--- src/rtl/crc8_frame_serializer_if.sv ---
// Handshake and serial-stream bundle for crc8_frame_serializer.
// master = word source / stream consumer, slave = the serializer itself.
interface crc8_frame_serializer_if #(
  parameter int DATA_W = 16
);
  logic [DATA_W-1:0] in_data;
  logic              in_valid;
  logic              in_ready;
  logic              ser_hold;
  logic              ser_data;
  logic              ser_enable;
  logic              ser_crc_phase;
  logic              ser_last;
  logic [7:0]        crc_out;
  logic              frame_done;

  modport master (
    output in_data, in_valid, ser_hold,
    input  in_ready, ser_data, ser_enable, ser_crc_phase, ser_last, crc_out, frame_done
  );

  modport slave (
    input  in_data, in_valid, ser_hold,
    output in_ready, ser_data, ser_enable, ser_crc_phase, ser_last, crc_out, frame_done
  );
endinterface

--- src/rtl/crc8_frame_serializer.sv ---
// Serializes a parallel word MSB-first and appends its CRC-8, forming one frame
// of DATA_W+8 qualified bits followed by a one-cycle frame_done pulse.
module crc8_frame_serializer #(
  parameter int         DATA_W = 16,
  parameter logic [7:0] POLY   = 8'h07,
  parameter logic [7:0] INIT   = 8'h00
) (
  input logic                   clk,
  input logic                   reset,
  crc8_frame_serializer_if.slave bus
);
  localparam int SW = (DATA_W < 8) ? 8 : DATA_W;
  localparam int CW = (DATA_W > 8) ? $clog2(DATA_W) : 3;

  typedef enum logic [1:0] {IDLE, DATA, CRC, DONE} state_t;

  state_t          state_reg;
  logic [SW-1:0]   shift_reg;
  logic [CW-1:0]   cnt_reg;
  logic [7:0]      crc_reg;
  logic [7:0]      crc_out_reg;
  logic            ready_reg;
  logic            data_reg;
  logic            enable_reg;
  logic            crc_phase_reg;
  logic            last_reg;
  logic            done_reg;

  logic            accept;
  logic [7:0]      crc_next;
  logic [SW-1:0]   load_word;

  function automatic logic [7:0] crc_step(input logic [7:0] c, input logic b);
    return {c[6:0], 1'b0} ^ (POLY & {8{c[7] ^ b}});
  endfunction

  assign accept    = bus.in_valid && bus.in_ready;
  assign crc_next  = crc_step(crc_reg, shift_reg[SW-1]);
  assign load_word = SW'(bus.in_data) << (SW - DATA_W);

  always_ff @(posedge clk or negedge reset) begin
    if (!reset) begin
      state_reg     <= IDLE;
      shift_reg     <= '0;
      cnt_reg       <= '0;
      crc_reg       <= '0;
      crc_out_reg   <= '0;
      ready_reg     <= 1'b0;
      data_reg      <= 1'b0;
      enable_reg    <= 1'b0;
      crc_phase_reg <= 1'b0;
      last_reg      <= 1'b0;
      done_reg      <= 1'b0;
    end else if (!bus.ser_hold) begin
      // shift_reg[SW-1] is always the bit currently presented on ser_data
      case (state_reg)
        IDLE: begin
          ready_reg <= 1'b1;
          if (accept) begin
            state_reg  <= DATA;
            shift_reg  <= load_word;
            crc_reg    <= INIT;
            cnt_reg    <= CW'(DATA_W - 1);
            data_reg   <= bus.in_data[DATA_W-1];
            enable_reg <= 1'b1;
            ready_reg  <= 1'b0;
          end
        end
        DATA: begin
          crc_reg <= crc_next;
          cnt_reg <= cnt_reg - 1'b1;
          if (cnt_reg == '0) begin
            state_reg              <= CRC;
            crc_out_reg            <= crc_next;
            shift_reg[SW-1 -: 8]   <= crc_next;
            cnt_reg                <= CW'(7);
            data_reg               <= crc_next[7];
            crc_phase_reg          <= 1'b1;
          end else begin
            shift_reg <= shift_reg << 1;
            data_reg  <= shift_reg[SW-2];
          end
        end
        CRC: begin
          shift_reg <= shift_reg << 1;
          cnt_reg   <= cnt_reg - 1'b1;
          data_reg  <= shift_reg[SW-2];
          if (cnt_reg == CW'(1))
            last_reg <= 1'b1;
          if (cnt_reg == '0) begin
            state_reg     <= DONE;
            cnt_reg       <= '0;
            data_reg      <= 1'b0;
            enable_reg    <= 1'b0;
            crc_phase_reg <= 1'b0;
            last_reg      <= 1'b0;
            done_reg      <= 1'b1;
          end
        end
        DONE: begin
          state_reg <= IDLE;
          done_reg  <= 1'b0;
          ready_reg <= 1'b1;
        end
        default: state_reg <= IDLE;
      endcase
    end
  end

  // Stall gating is applied in the same cycle so a held bit is never counted twice downstream.
  assign bus.in_ready      = ready_reg && !bus.ser_hold;
  assign bus.ser_enable    = enable_reg && !bus.ser_hold;
  assign bus.frame_done    = done_reg && !bus.ser_hold;
  assign bus.ser_data      = data_reg;
  assign bus.ser_crc_phase = crc_phase_reg;
  assign bus.ser_last      = last_reg;
  assign bus.crc_out       = crc_out_reg;
endmodule

--- src/flat_wrapper.sv ---
// flat-port wrapper written by rule: the top's interface ports become plain ports
module crc8_frame_serializer_flat 
#(
  parameter int         DATA_W = 16,
  parameter logic [7:0] POLY   = 8'h07,
  parameter logic [7:0] INIT   = 8'h00
)
  (clk, reset, bus_in_data, bus_in_valid, bus_ser_hold, bus_in_ready, bus_ser_data, bus_ser_enable, bus_ser_crc_phase, bus_ser_last, bus_crc_out, bus_frame_done);
  crc8_frame_serializer_if #(.DATA_W(DATA_W)) bus_i ();
  input logic clk;
  input logic reset;
  input wire logic [$bits(bus_i.in_data)-1:0] bus_in_data;
  input wire logic [$bits(bus_i.in_valid)-1:0] bus_in_valid;
  input wire logic [$bits(bus_i.ser_hold)-1:0] bus_ser_hold;
  output wire logic [$bits(bus_i.in_ready)-1:0] bus_in_ready;
  output wire logic [$bits(bus_i.ser_data)-1:0] bus_ser_data;
  output wire logic [$bits(bus_i.ser_enable)-1:0] bus_ser_enable;
  output wire logic [$bits(bus_i.ser_crc_phase)-1:0] bus_ser_crc_phase;
  output wire logic [$bits(bus_i.ser_last)-1:0] bus_ser_last;
  output wire logic [$bits(bus_i.crc_out)-1:0] bus_crc_out;
  output wire logic [$bits(bus_i.frame_done)-1:0] bus_frame_done;
  assign bus_i.in_data = bus_in_data;
  assign bus_i.in_valid = bus_in_valid;
  assign bus_i.ser_hold = bus_ser_hold;
  assign bus_in_ready = bus_i.in_ready;
  assign bus_ser_data = bus_i.ser_data;
  assign bus_ser_enable = bus_i.ser_enable;
  assign bus_ser_crc_phase = bus_i.ser_crc_phase;
  assign bus_ser_last = bus_i.ser_last;
  assign bus_crc_out = bus_i.crc_out;
  assign bus_frame_done = bus_i.frame_done;
  crc8_frame_serializer #(.DATA_W(DATA_W), .POLY(POLY), .INIT(INIT)) u_core (.clk(clk), .reset(reset), .bus(bus_i));
endmodule
--- config.mk ---
export PLATFORM = sky130hd
export DESIGN_NAME = crc8_frame_serializer_flat
export DESIGN_NICKNAME = d
export VERILOG_FILES = /design/src/rtl/crc8_frame_serializer_if.sv /design/src/rtl/crc8_frame_serializer.sv /design/src/flat_wrapper.sv
export SDC_FILE = /design/constraint.sdc
export NUM_CORES = 1
export LEC_CHECK = 0
export CAP_MARGIN = 20
export CORE_UTILIZATION = 54
export DETAILED_ROUTE_END_ITERATION = 16
export GPL_TIMING_DRIVEN = 0
export PLACE_DENSITY = 0.8
export SYNTH_ARGS = -nofsm -noshare
export SYNTH_HDL_FRONTEND = slang
export SYNTH_SLANG_ARGS = --single-unit
--- constraint.sdc ---
create_clock -name clk -period 3.03 [get_ports clk]
set_clock_uncertainty 0.1 [all_clocks]
set_input_delay 0.606 -clock clk [delete_from_list [all_inputs] [get_ports clk]]
set_output_delay 0.606 -clock clk [all_outputs]
set_load 0.005 [all_outputs]
# After elaboration in Yosys (flattened, before gate mapping)
# Index checks and enable logic that the tools add are counted.
[totals]
inputBits = 20
wordCells = 76
reg_bits = 44
[op_classes]
addsub = 1
bitwise = 3
n_reduce_logical = 24
n_mux = 28
eq_ne = 8
[op_table]
columns = ["operator", "count"]
rows = [
  ["$pmux 16 s3", 1],
  ["$mux 8", 3],
  ["$mux 16", 1],
  ["$pmux 8 s2", 1],
  ["$reduce_and 4->1", 4],
  ["$reduce_and 3->1", 5],
  ["$mux 4", 3],
  ["$pmux 4 s3", 1],
  ["$reduce_bool 2->1", 6],
  ["$mux 1", 9],
  ["$pmux 1 s2", 4],
  ["$pmux 2 s4", 1],
  ["$xor 8x3->8", 1],
  ["$mux 2", 3],
  ["$ne 2x1->1 const B", 3],
  ["$eq 2x2->1 const B", 2],
  ["$eq 4x1->1 const B", 1],
  ["$logic_and 1x1->1", 4],
  ["$logic_not 4->1", 1],
  ["$sub 4x1->4 const B", 1],
  ["$pmux 1 s3", 1],
  ["$reduce_bool 3->1", 1],
  ["$eq 2x1->1 const B", 1],
  ["$logic_not 2->1", 1],
  ["other kinds (5)", 5],
]

# Logic depth before layout (Yosys ltp)
# Gate-level depths: netlist of the first run.
[depth]
ltp_word = 5
ltp_mapped = 8
ltp_nobuf = 6

# Worst setup path after synthesis of the first run
# No wires, ideal clock.
[synth_path]
path_kind = "reg-to-reg"
start = "register u_core.state_reg[1]"
end = "register u_core.crc_out_reg[0], in the netlist u_core.bus.crc_out[0]"
path_stages_with_launch = 9
synth_period_minus_slack_ns = 2.189
arrival_time_ns = 1.965
setup_slack_ns = 0.841
setup_time_ns = 0.125
path_cell_list = "dfrtp_1 inv_1 ha_1 clkbuf_1 nor2b_1 and2_4 nor2b_1 buf_4 mux2_2"
[synth_between]
elab_chain_len = 2
[synth_lines]
columns = ["element", "line_no", "rtl"]
rows = [
  ["from (decl)", "crc8_frame_serializer.sv:17", "state_t state_reg;"],
  ["from (signal assigned)", "crc8_frame_serializer.sv:43", "state_reg <= IDLE;"],
  ["from (signal assigned)", "crc8_frame_serializer.sv:60", "state_reg <= DATA;"],
  ["from (signal assigned)", "crc8_frame_serializer.sv:73", "state_reg <= CRC;"],
  ["$eq 2x1->1", "crc8_frame_serializer.sv:56", "case (state_reg)"],
  ["$reduce_and 3->1 (no source line)", "--", ""],
  ["to (signal assigned)", "crc8_frame_serializer.sv:74", "crc_out_reg <= crc_next;"],
  ["to (decl)", "crc8_frame_serializer.sv:21", "logic [7:0] crc_out_reg;"],
]
# Every way passes these cells.
# A chain may end at the register's enable or synchronous reset.

# Worst setup path in the final report of the first run
[layout_path]
start = "input port bus_ser_hold"
end = "output port bus_frame_done"
[layout_between]
elab_chain_len = 2
[layout_lines]
columns = ["element", "line_no", "rtl"]
rows = [
  ["from (decl)", "flat_wrapper.sv:14", "input wire logic [$bits(bus_i.ser_hold)-1:0] bus_ser_hold;"],
  ["$logic_not 1->1", "--", ""],
  ["$logic_and 1x1->1", "crc8_frame_serializer.sv:113", "assign bus.frame_done = done_reg && !bus.ser_hold;"],
  ["to (decl)", "flat_wrapper.sv:21", "output wire logic [$bits(bus_i.frame_done)-1:0] bus_frame_done;"],
]
# Every way passes these cells.

==> results of run 1 <==
-- synth_stat cells, drive strengths merged --
library cell	number
a221oi	3
dfrtp	44
o211ai	2
clkbuf	7
a2111oi	1
a31oi	1
nand3b	1
a21boi	1
nor3	8
nand3	1
or2	2
o22a	2
nor2b	14
mux2	12
o31a	1
and2	2
o21ai	18
nor2	17
nand4b	1
inv	6
or4	1
nand2	29
ha	6
buf	5
a21oi	29
o32a	2
nor3b	2
mux2i	1
o21a	2
xor2	3
nand2b	2
a22oi	4
a21o	2
-- critical path: cells and delay by family --
family / cells / cell delay, ns
buffers and inverters: 3 / 1.52
and+or+nand+nor: 1 / 0.09
-- worst max-delay path by stage --
stage | from | to
2_1_floorplan | u_core.state_reg[1] | u_core.bus.crc_out[0]
3_3_place_gp | reset | u_core.shift_reg[4]
3_5_place_dp | bus_ser_hold | bus_frame_done
4_1_cts | bus_ser_hold | bus_frame_done
5_1_grt | bus_ser_hold | bus_frame_done
6_report | bus_ser_hold | bus_frame_done
-- metrics by stage --
stage | instances | area, um2 | hold slack [ns]
after CTS | 323 | 2816 | 0.1873
after global placement | 315 | 2665 | 0.3698
after detailed placement | 316 | 2688 | 0.3792
after global routing | 323 | 2816 | 0.2101
after floorplan | 232 | 2272 | 0.2104
final | 323 | 2816 | 0.1714
-- kinds of logic (layout without fill, tap and decap cells) --
group / after synthesis / count (layout) / share of synthesized area
adder cells (fa/ha/maj): 6 / 6 / 0.03304
multiplexers: 13 / 13 / 0.06553
AO/OA/AOI/OAI: 68 / 68 / 0.1982
buffers and inverters: 18 / 59 / 0.03634
AND/OR/NAND/NOR: 80 / 80 / 0.1707
flip-flops: 44 / 44 / 0.4846
XOR/XNOR: 3 / 3 / 0.01157
-- report_power, final --
group          switching (mW)  leakage (nW)  internal [mW]
registers               0.199         0.556          0.839
logic                   0.768         0.599          0.620
clock network           0.198        0.0642          0.324
total                    1.17          1.22           1.78
-- cell type report --
cell class / instances / area share
plain buffers: 12 / 0.02132
clock buffers: 5 / 0.02443
clock inverters: 2 / 0.02132
inverters: 6 / 0.007996
multi-input cells: 170 / 0.3865
flip-flops and latches: 44 / 0.3909
well taps: 50 / 0.02221
repair buffers: 34 / 0.1253
-- layer usage --
metal / GRT usage / share of wire / vias to the layer above
met1: 0.3198 / 0.46 / 892
met3: 0.06849 / 0.041 / 7
met4: 0.09043 / 0.012 / 0
met2: 0.3939 / 0.48 / 42
li1: - / - / 889
met5: 0 / 0 / -
==> summary.txt, run 1 <==
remaining antenna violation count: 0
FF-to-FF End: u_core.bus.crc_out[7]
synth top area cells: dfrtp_1, a21oi_1, mux2_2
# setup viols final: 0
# resized after CTS: 0
FF/Latch Area: 1101 um2
Seq cells post-synth: 44
Core Box Area: 4029 um2
total clock buffers created by CTS: 5
Crit Path Category: in2out
layout cell share with drive strength beyond 1: 0.1245
FP Rows: 23
CP arrival: 2.22 ns
placer congestion estimate: 0.8360
Worst Setup Slack, final: 0.1087 ns
Clock Tree Root: clkbuf_8
P&R area growth vs syn: 23.95%
Fill cells: 320
Slew headroom: 0.4937
CTS tree: yes
post-CTS setup buffers: 0
GRT overflow: 0
initial antenna violation count: 0
Die Ht: 66.87 um
R2R setup slack: 0.49 ns
Max Fclk: 342.3 MHz
clk sinks: 44
via-per-instance ratio: 5.666
IO Pins: 34
Antenna diodes: 0
FF-to-FF Start: u_core.state_reg[1]
most frequent cells in the layout: dfrtp_1, clkdlybuf4s50_1, a21oi_1, nand2_1
max reg flops: 16
worst-margin pin slew: 0.7578 ns
register area share after synthesis: 0.4846
first-pass GRT wire length: 8.059 mm
Port Buf Inserts: 33
total number of vias: 1830
Leak: 1.219 nW
first drt pass iteration count: 4
Initial Utilization: 0.5640
crit-path most repeated cell: clkdlybuf4s50_1
DP Worst Slack: 0.08574 ns
drt total wl: 4.899 mm
largest area contributor in the netlist: dfrtp_1
post-synthesis cell count: 232
Final Core Density: 0.6991
DR iter-0 viols: 135
total power: 2.949 mW
period utilization: 0.9641
die area: 4471 um2
Cell Pwr Density: 1047 nW/um2
post-layout minimum cycle time: 2.921 ns
top-area cell type share of the netlist area: 0.4846
clk_lat worst skew: 0.30 ns
cells along the critical path: clkdlybuf4s50_1 -> clkbuf_1 -> nor2b_1 -> clkdlybuf4s50_1
Critical Path End Type: primary output
post-synth cell types: 40
unrepaired setup endpoints after global routing: no
nets: 299
status: finished clean
Clock Pin Slew Worst Setup and Hold Paths: 0.08 ns
pin count of the biggest net entering global routing: 25
total track usage: 0.2477
syn_nets: 258
hold_buf cts: 0
Required @ worst endpoint: 2.32 ns
WL/cell: 15.17 um
Worst VDD drop: 0.0005277 V
final setup TNS: 0 ns
Max Slew Vio Count: 0
most common cell after layout, fill and taps aside: dfrtp_1
max cap viols: 0
CP max FO: 10
critical path's slowest cell: clkdlybuf4s50_1
R2R cell count: 8
HP Class: in2async
warnings from Yosys: 0
DP HPWL: 3.492 mm
vias in the first global route: 1769
Setup crit start kind: primary input
Synth Cell Area: 2272 um2
Mean Syn Cell Area: 9.794 um2
endpoints failing hold: 0
DRC: 0
clock tree buffer depth: 2
H-tree levels: 2
die width: 66.87 um
CP peak stage delay: 0.67 ns
footprint of the multi-input gates: 1089 um2
(Power assumes the default switching activity.)
==> run 2: changes to the inputs <==
--- a/config.mk
+++ b/config.mk
@@ -10,6 +10,7 @@
 export DETAILED_ROUTE_END_ITERATION = 16
 export GPL_TIMING_DRIVEN = 0
 export PLACE_DENSITY = 0.8
+export RECOVER_POWER = 100
 export SYNTH_ARGS = -nofsm -noshare
 export SYNTH_HDL_FRONTEND = slang
 export SYNTH_SLANG_ARGS = --single-unit
==> run 2 against run 1 <==
Effect of this change: register-to-register slack got worse by 0.17 ns; via count barely moved; sequential power is essentially flat; wire length increased by 0.39%; utilization fell by 1.6 points; worst hold slack improved by 0.22 ns; worst setup slack gained 0.026 ns; total power down 2.4%; global-route usage did not move.
==> summary.txt, run 2 (synthesized netlist as in run 1, its figures left out) <==
status: finished clean (unchanged)
CP max FO: 10 (unchanged)
WL/cell: 15.23 um (was 15.17 um)
first drt pass iteration count: 4 (unchanged)
FP Rows: 23 (unchanged)
H-tree levels: 2 (unchanged)
Critical Path End Type: primary output (unchanged)
placer congestion estimate: 0.8360 (unchanged)
vias in the first global route: 1769 (unchanged)
post-CTS setup buffers: 0 (unchanged)
Crit. Startpoint: bus_ser_hold (unchanged)
DR iter-0 viols: 149 (was 135)
Core Box Area: 4029 um2 (unchanged)
Setup crit start kind: primary input (unchanged)
met2 usage: 0.3939 (unchanged)
max reg flops: 16 (unchanged)
Global Route met3 Usage: 0.06849 (unchanged)
DP HPWL: 3.492 mm (unchanged)
total number of vias: 1829 (was 1830)
Cell Pwr Density: 1046 nW/um2 (was 1047 nW/um2)
die area: 4471 um2 (unchanged)
Required @ worst endpoint: 2.32 ns (about the same)
remaining antenna violation count: 0 (unchanged)
Final Instance Area: 2751 um2 (was 2816 um2)
total power: 2.877 mW (was 2.949 mW)
initial antenna violation count: 0 (unchanged)
P&R area growth vs syn: 21.09% (was 23.95%)
unrepaired setup endpoints after global routing: no (unchanged)
DRC: 0 (unchanged)
pin count of the biggest net entering global routing: 25 (unchanged)
Max Slew Vio Count: 0 (unchanged)
Port Buf Inserts: 33 (unchanged)
Worst VDD drop: 0.0005167 V (was 0.0005277 V)
CTS tree: yes (unchanged)
Worst Setup Slack, final: 0.1344 ns (was 0.1087 ns)
# setup viols final: 0 (unchanged)
Clock Pin Slew Worst Setup and Hold Paths: 0.08 ns (about the same)
period utilization: 0.9556 (was 0.9641)
worst-margin pin slew: 1.278 ns (was 0.7578 ns)
Initial Utilization: 0.5640 (unchanged)
Antenna diodes: 0 (unchanged)
Worst setup endpoint: bus_frame_done (unchanged)
Slew headroom: 0.1477 (was 0.4937)
clk_lat worst skew: 0.30 ns (about the same)
Die Ht: 66.87 um (unchanged)
layout cell share with drive strength beyond 1: 0.09158 (was 0.1245)
Crit Path Category: in2out (unchanged)
GRT overflow: 0 (unchanged)
nets: 299 (unchanged)
die width: 66.87 um (unchanged)
R2R setup slack: 0.32 ns (was 0.49 ns)
FF-to-FF Start: u_core.state_reg[1] (unchanged)
total track usage: 0.2477 (unchanged)
clk sinks: 44 (unchanged)
first-pass GRT wire length: 8.059 mm (unchanged)
busiest metal layer after global routing: met2 (unchanged)
Clock Tree Root: clkbuf_8 (unchanged)
DP Worst Slack: 0.08574 ns (unchanged)
CP arrival: 2.19 ns (was 2.22 ns)
final setup TNS: 0 ns (unchanged)
HP Class: in2async (unchanged)
# resized after CTS: 0 (unchanged)
total clock buffers created by CTS: 5 (unchanged)
IO Pins: 34 (unchanged)
via-per-instance ratio: 5.663 (was 5.666)
clock tree buffer depth: 2 (unchanged)
Max Fclk: 345.4 MHz (was 342.3 MHz)
drt total wl: 4.918 mm (was 4.899 mm)
Area after DPL: 2688 um2 (unchanged)
Fill cells: 329 (was 320)
most frequent cells in the layout: dfrtp_1, a21oi_1, nand2_1 (was dfrtp_1, clkdlybuf4s50_1, a21oi_1, nand2_1)
Leak: 1.211 nW (was 1.219 nW)
max cap viols: 0 (unchanged)
FF-to-FF End: u_core.shift_reg[6] (was u_core.bus.crc_out[7])
most common cell after layout, fill and taps aside: dfrtp_1 (unchanged)
M1 GR Usage: 0.3198 (unchanged)
endpoints failing hold: 0 (unchanged)
hold_buf cts: 0 (unchanged)
final hold slack: 0.3925 ns (was 0.1714 ns)
post-layout minimum cycle time: 2.896 ns (was 2.921 ns)
R2R cell count: 8 (unchanged)
-- run 2: cell count changes in the layout (fill, tap and decap cells not counted), moves of 3 or more --
cell             previous run  this run
clkbuf_1                    7        12
a221oi_1                    0         3
a221oi_2                    3         0
dlygate4sd3_1               0        11
buf_2                       4         0
clkdlybuf4s50_1            32        21
-- run 2: worst min-delay path by stage --
stage,to,cells past startpoint
after global routing,u_core.bus.crc_out[5],1
final,u_core.bus.crc_out[6],1
after CTS,u_core.bus.crc_out[6],1
after floorplan,u_core.bus.crc_out[0],0
after global placement,u_core.bus.crc_out[5],1
after detailed placement,u_core.bus.crc_out[5],1
-- run 2: layout make-up --
class / instances / area (um2) / share of cell area
clock buffer: 5 / 68.82 / 0.02501
timing repair buffer: 34 / 327.8 / 0.1191
sequential: 44 / 1101 / 0.4002
multi-input combinational: 170 / 1055 / 0.3834
buffer: 12 / 53.80 / 0.01955
clock inverter: 2 / 60.06 / 0.02183
inverter: 6 / 22.52 / 0.008186
tap: 50 / 62.56 / 0.02274
-- run 2: metal layers --
metal	wire length [um]	share of wire
met1	2264	0.46
met2	2369	0.48
met3	237	0.048
met4	46	0.0094
met5	0	0
-- run 2: power breakdown --
| part | total [mW] | switching, mW | internal, mW |
|---|---|---|---|
| sequential | 1.03 | 0.191 | 0.839 |
| combinational | 1.33 | 0.747 | 0.580 |
| clock | 0.521 | 0.196 | 0.324 |
| total | 2.88 | 1.13 | 1.74 |
-- run 2: critical path, stage by stage --
cell	delay, ns
clkdlybuf4s50_1	0.64
clkbuf_1	0.39
nor2b_1	0.09
clkdlybuf4s50_1	0.46
-- run 2: metrics by stage --
step	cells	utilization
finish	323	0.6829
global route	323	0.6829
CTS	323	0.6991
detailed placement	316	0.6671
global placement	315	0.6615
floorplan	232	-
